==> src/rtl/seq_generator.sv <==
// seq_generator: serial pattern generator.
// On an accepted start it latches a PAT_W-bit pattern and a repeat count.
// It then shifts the pattern out MSB first, count times, and pulses done
// after the last bit.
// Optional build macro SEQ_GENERATOR_GAP_EN: when defined, one idle GAP cycle
// separates consecutive repetitions; when undefined, repetitions run
// back-to-back.
// Reset is asynchronous and active-low.

module seq_generator #(
  parameter int PAT_W = 4,
  parameter int REP_W = 4
) (
  input  logic             clk,
  input  logic             reset,
  input  logic             start,
  input  logic [PAT_W-1:0] pattern,
  input  logic [REP_W-1:0] count,
  output logic             dout,
  output logic             dout_valid,
  output logic             busy,
  output logic             done
);

  localparam int IDX_W = (PAT_W > 2) ? $clog2(PAT_W) : 1;
  localparam logic [IDX_W-1:0] LAST_IDX = IDX_W'(PAT_W - 1);
  localparam logic [REP_W-1:0] ONE_REP  = REP_W'(1);

  typedef enum logic [1:0] {
    IDLE,
    SHIFT,
`ifdef SEQ_GENERATOR_GAP_EN
    GAP,
`endif
    DONE
  } state_t;

  state_t           state;
  logic [PAT_W-1:0] patReg;
  logic [PAT_W-1:0] shiftReg;
  logic [REP_W-1:0] repCnt;
  logic [IDX_W-1:0] bitIdx;

  // Single Moore FSM: every output is a flop loaded with the value it must show next cycle
  always_ff @(posedge clk or negedge reset) begin
    if (!reset) begin
      state      <= IDLE;
      patReg     <= '0;
      shiftReg   <= '0;
      repCnt     <= '0;
      bitIdx     <= '0;
      dout       <= 1'b0;
      dout_valid <= 1'b0;
      busy       <= 1'b0;
      done       <= 1'b0;
    end else begin
      case (state)
        IDLE: begin
          done <= 1'b0;
          if (start && (count != '0)) begin
            patReg     <= pattern;
            shiftReg   <= pattern << 1;
            repCnt     <= count;
            bitIdx     <= LAST_IDX;
            dout       <= pattern[PAT_W-1];
            dout_valid <= 1'b1;
            busy       <= 1'b1;
            state      <= SHIFT;
          end else begin
            dout       <= 1'b0;
            dout_valid <= 1'b0;
            busy       <= 1'b0;
          end
        end

        SHIFT: begin
          if (bitIdx != '0) begin
            dout       <= shiftReg[PAT_W-1];
            shiftReg   <= shiftReg << 1;
            bitIdx     <= bitIdx - IDX_W'(1);
            dout_valid <= 1'b1;
            busy       <= 1'b1;
          end else if (repCnt > ONE_REP) begin
            repCnt <= repCnt - ONE_REP;
            bitIdx <= LAST_IDX;
            busy   <= 1'b1;
`ifdef SEQ_GENERATOR_GAP_EN
            shiftReg   <= patReg;
            dout       <= 1'b0;
            dout_valid <= 1'b0;
            state      <= GAP;
`else
            shiftReg   <= patReg << 1;
            dout       <= patReg[PAT_W-1];
            dout_valid <= 1'b1;
`endif
          end else begin
            dout       <= 1'b0;
            dout_valid <= 1'b0;
            busy       <= 1'b0;
            done       <= 1'b1;
            state      <= DONE;
          end
        end

`ifdef SEQ_GENERATOR_GAP_EN
        GAP: begin
          shiftReg   <= patReg << 1;
          dout       <= patReg[PAT_W-1];
          dout_valid <= 1'b1;
          busy       <= 1'b1;
          state      <= SHIFT;
        end
`endif

        DONE: begin
          dout       <= 1'b0;
          dout_valid <= 1'b0;
          busy       <= 1'b0;
          done       <= 1'b0;
          state      <= IDLE;
        end

        default: begin
          dout       <= 1'b0;
          dout_valid <= 1'b0;
          busy       <= 1'b0;
          done       <= 1'b0;
          state      <= IDLE;
        end
      endcase
    end
  end

endmodule

==> config.mk <==
export PLATFORM = sky130hd
export DESIGN_NAME = seq_generator
export DESIGN_NICKNAME = d
export VERILOG_FILES = /design/src/rtl/seq_generator.sv
export SDC_FILE = /design/constraint.sdc
export NUM_CORES = 1
export LEC_CHECK = 0
export BUFFER_PORTS_ARGS = -buffer_cell sky130_fd_sc_hd__buf_2
export CAP_MARGIN = 10
export CORE_AREA = 2 2 55 44
export DETAILED_ROUTE_END_ITERATION = 7
export DIE_AREA = 0 0 57 46
export PLACE_DENSITY_LB_ADDON = 0.12
export SLEW_MARGIN = 30
export SYNTH_ARGS = -nofsm -noshare
export SYNTH_HDL_FRONTEND = slang
export SYNTH_SLANG_ARGS = --single-unit
==> constraint.sdc <==
create_clock -name clk -period 1.7 [get_ports clk]
set_clock_uncertainty 0.05 [all_clocks]
set_input_delay 0.085 -clock clk [delete_from_list [all_inputs] [get_ports clk]]
set_output_delay 0.085 -clock clk [all_outputs]
set_load 0.02 [all_outputs]
## Word level (Yosys, flattened, before mapping)

Index checks and enable logic that the tools add are counted.

| word-level totals | value |
|---|---|
| output and inout bits | 4 |
| logic and storage cells | 54 |
| bits in registers | 19 |

| cells by class | value |
|---|---|
| equal/unequal tests | 6 |
| muxes and demuxes | 27 |
| $lt $le $gt $ge | 1 |
| $add $sub $neg | 2 |
| reductions and logical operators | 10 |

Operator list:

| kind | number |
|---|---|
| 4-bit 2-to-1 mux | 6 |
| 4-bit case mux with 2 select lines | 2 |
| 2-bit 2-to-1 mux | 6 |
| 1-bit 2-to-1 mux | 9 |
| 2-bit != test (second input constant) | 4 |
| 2-bit case mux with 2 select lines | 2 |
| 3-bit AND reduction | 2 |
| 4-bit by 1-bit greater-than comparator with 1-bit output (second input constant) | 1 |
| 1-bit case mux with 2 select lines | 2 |
| 2-bit AND reduction | 2 |
| 4-bit AND reduction | 1 |
| 2-bit nonzero test | 2 |
| 4-bit nonzero test | 1 |
| 4-bit by 1-bit subtractor with 4-bit output (second input constant) | 1 |
| 3-bit != test (second input constant) | 1 |
| 2-bit by 1-bit == test with 1-bit output (second input constant) | 1 |
| 2-bit logical NOT | 1 |
| 2-bit by 1-bit subtractor with 2-bit output (second input constant) | 1 |
| 1-bit logical AND | 1 |

## Depth between registers and ports, before layout

| depth | value |
|---|---|
| word-level depth | 4 |
| gate-level depth with buffers | 7 |

## Least setup slack after synthesis

Ideal clock, no wire load.

| path | value |
|---|---|
| path kind | flip-flop to flip-flop |
| from | reg repCnt[0] |
| to | reg shiftReg[1] |
| required time | 1.525 ns |
| library setup time | 0.125 ns |
| stages on the path, launching flop included | 8 |
| arrival time | 1.577 ns |
| period minus slack after synthesis | 1.752 ns |
| path slack | -0.052 ns |
| cell sequence | dfrtp_1 > inv_1 > ha_1 > nor2_1 > nor3_1 > nand2_1 > a21boi_4 > mux2_2 |

| on the way | value |
|---|---|
| longest elaborated chain between the ends | 3 |

Ends and longest elaborated chain:

| item | line | RTL |
|---|---|---|
| start: declaration | 41 | `logic [REP_W-1:0] repCnt;` |
| start signal: assignment | 63 | `repCnt <= count;` |
| start signal: assignment | 84 | `repCnt <= repCnt - ONE_REP;` |
| 4-bit by 1-bit greater-than comparator with 1-bit output | 83 | `end else if (repCnt > ONE_REP) begin` |
| 3-bit != test (no source line) | -- |  |
| 3-bit AND reduction (no source line) | -- |  |
| end signal: assignment | 62 | `shiftReg <= pattern << 1;` |
| end signal: assignment | 79 | `shiftReg <= shiftReg << 1;` |
| end signal: assignment | 93 | `shiftReg <= patReg << 1;` |
| end: declaration | 40 | `logic [PAT_W-1:0] shiftReg;` |

Every way passes these cells.
A chain may end at the register's enable or synchronous reset.

## Worst setup path in the final report

| path | value |
|---|---|
| from | reg repCnt[0] |
| to | reg repCnt[0] |

| on the way | value |
|---|---|
| longest elaborated chain between the ends | 4 |

Ends and longest elaborated chain:

| item | line | RTL |
|---|---|---|
| 4-bit by 1-bit subtractor with 4-bit output | 84 |  |
| 4-bit 2-to-1 mux | 83 |  |
| 4-bit 2-to-1 mux | 77 | `if (bitIdx != '0) begin` |
| 4-bit case mux with 2 select lines | 57 | `case (state)` |

Several ways; a longest one is shown, not always the timed one. The select of a mux whose other input is x is not followed.

==> flow_summary.yaml <==
timing:
  setup_ws_ps: -58.9
  period_needed_ps: 1760
  finalHoldViolCount: 0
  final-max-slew-violation-count: 0
  worst_pin_slew_ps: 430
  relSlewSlack_pct: 71.2
  setup_viol: 5
  fmax_mhz: 569
  rsz0062_at_grt: "true"
  holdWs_ps: 45.3
  min_period_over_period_pct: 103
route:
  drc: 0
  vias_per_cell: 5.05
  first_iter_violations: 17
  wl_per_cell_um: 14.4
  antenna_left: 0
  drt_wl_total_mm: 2.19
  drt_pre_antenna_iters: 4
  num_vias: 768
worst_setup_path:
  crit_required_ps: 1870
  crit_cells: 8
  r2r_cells: 8
  crit_start: "repCnt[0]$_DFFE_PN0P_"
  crit_type: "reg2reg"
  crit_chain: "buf_4 -> ha_4 -> nor2_4 -> o311ai_2 -> a21oi_2 -> buf_4 -> nand3_1 -> o211ai_1"
  critPathTopFamily: "compound AO/OA/AOI/OAI gates"
  r2r_end: "repCnt[0]$_DFFE_PN0P_"
  arrival_ps: 1930
  end_kind: "flip-flop"
  cp_common_cell: "buf_4"
  path_max_fanout: 5
  crit_slowest_cell: "dfrtp_2"
  cp-start-kind: "flip-flop"
  r2r_slack_ps: -60
  endpoint: "repCnt[0]$_DFFE_PN0P_"
  rr_startpoint: "repCnt[0]$_DFFE_PN0P_"
  slowest_delay_ps: 440
  cp_num_buf_inv: 2
synth:
  synthCells: 85
  yosys_register_bits: 18
  yosysTopAreaCell: "dfrtp_1"
  synth_nets: 99
  synth_warnings: 0
  synthTopCellsByCount: "dfrtp_1, inv_1, mux2_2, nand2_1, nor2_1"
  synth_edf_count: 0
  synth_top_area_share_pct: 49.4
  async_reset_ff_share_pct: 100
  yosysSeqAreaShare_pct: 49.4
  mappedNetlistArea_sq_um: 912
  synth.avg_cell_area_sq_um: 10.7
  synth.most_common_cell: "dfrtp_1"
  synth_area_leaders: "dfrtp_1, mux2_2, ha_1"
  synth-main-ff-cell: "dfrtp_1"
  ys_types: 30
cells_and_area:
  final_cell_area_sq_um: 1320
  antennaDiodeCount: 0
  fin_nets: 142
  drive_above_1_share_pct: 48.0
  syn_to_final_growth_pct: 44.4
  nFillCells: 204
global_routing:
  grt-ovfl-total: 0
  antenna_found_initial: 0
  grt_pass1_vias: 738
  use_met3_pct: 5.97
  met1_usage_pct: 23.8
  grt_pass1_wl_mm: 3.36
  grtUsageTotal_pct: 17.3
  use_met2_pct: 26.2
  grt_max_degree: 19
  busiest_layer: "met2"
clock_network:
  clk_latency_ps: 300
  cts_root_buf: "clkbuf_4"
  cts_tree: "built"
  cts.sinks: 18
  cts.reportedPaths.clkPinSlew_ps: 100
  htree_levels: 1
  cts_buffers: 3
  cts_buffer_depth: 2
place:
  place_congestion: 0.744
  portBuffers: 14
  dp_hpwl_mm: 1.46
  post_dp_cell_area_sq_um: 1120
  pre_cts_ws_ps: -50.1
power_and_ir_drop:
  power.total_w: 0.00259
  p_per_area_nw_per_um2: 1970
  vdd_ir_drop_max_mv: 1.11
  power.leakage_nw: 0.635
die:
  initial_core_util_pct: 42.6
  die_w_um: 57
  fp-row-count: 15
  dieArea_sq_um: 2620
  die_h_um: 46
  core_sq_um: 2140
  pin_count: 15
outcome:
  outcome: "finished with violations"
  failed_checks: "negative setup slack"
worst_hold_path:
  hold_class: "in2reg"
flow_run:
  drv_cap: 0
layout by cell type (no fill, tap or decap), drive strengths merged, types with 2 or more instances in the layout:
cell type,synthesis,final
o22ai,2,2
buf,2,35
clkbuf,1,4
dlygate4sd3,0,6
mux2i,3,3
dfrtp,18,18
nand3,4,4
mux2,6,6
inv,9,9
ha,3,3
and4,2,2
o21ai,4,4
nor3,4,4
a21oi,3,3
o211ai,2,2
nor3b,2,2
nor2,5,5
nand2,7,7
worst min path at each step:
stage	from	end	slack (ps)	cells past startpoint
2_1_floorplan	reset	bitIdx[0]$_DFFE_PN0P_	-260	0
3_3_place_gp	reset	repCnt[3]$_DFFE_PN0P_	-9	1
3_5_place_dp	reset	repCnt[3]$_DFFE_PN0P_	-2	1
4_1_cts	count[1]	repCnt[1]$_DFFE_PN0P_	20	3
5_1_grt	count[2]	repCnt[2]$_DFFE_PN0P_	50	3
6_report	count[1]	repCnt[1]$_DFFE_PN0P_	50	3
report_power, final:
| part | leakage (nW) | internal (W) | switching, W |
|---|---|---|---|
| clock | 0.0210 | 0.000131 | 0.000141 |
| sequential | 0.219 | 0.000634 | 0.000154 |
| combinational | 0.395 | 0.000817 | 0.000712 |
| total | 0.635 | 0.00158 | 0.00101 |
sequential cells by signal (all words and copies together) (netlist names):
name      flops
state         2
shiftReg      3
dout          1
repCnt        4
bitIdx        2
done          1
patReg        4
busy          1
logic make-up after synthesis:
kind of cell / synth area share (%)
and+or+nand+nor: 17.1
DFF: 49.4
AOI/OAI and AO/OA: 13.2
buffers and inverters: 5.49
muxes: 10.7
adders and majority gates: 4.12
worst register-to-register path, delay by kind of cell, from the launching register on:
kind	cells	cell delay, ps
AO/OA/AOI/OAI	3	470
adder cells (fa/ha/maj)	1	160
AND/OR/NAND/NOR	2	230
flip-flops	1	440
buffers and inverters	2	340
cell type report:
type                       count  area, sq um  area share [%]
clock buffer                   4         36.3            2.75
inverter                       9         33.8            2.56
multi-input combinational     55          477            36.2
sequential                    18          452            34.3
tap                           25         31.3            2.37
timing repair buffer          41          288            21.8
stage by stage:
stage	utilization, %	cells	setup TNS (ps)
final	61.6	152	-231
after global routing	61.6	152	-642
after CTS	57.7	146	0
after detailed placement	52.5	134	-172
after global placement	52.5	134	-221
after floorplan	-	85	0
timing repair:
item / CTS / global route
hold buffers: 6 / 0
cloned: 0 / 0
resized for setup: 1 / 9
pin swaps: 3 / 7
hold endpoints to repair: 24 / 0
buffers inserted: 2 / 6
setup endpoints to repair: 6 / 7
routing by layer:
layer	vias to the layer above	wire length, um
li1	385	-
met1	356	1050
met2	23	1010
met3	4	111
met4	0	29
met5	-	0
Note: power is estimated with default switching activity, not from simulation.
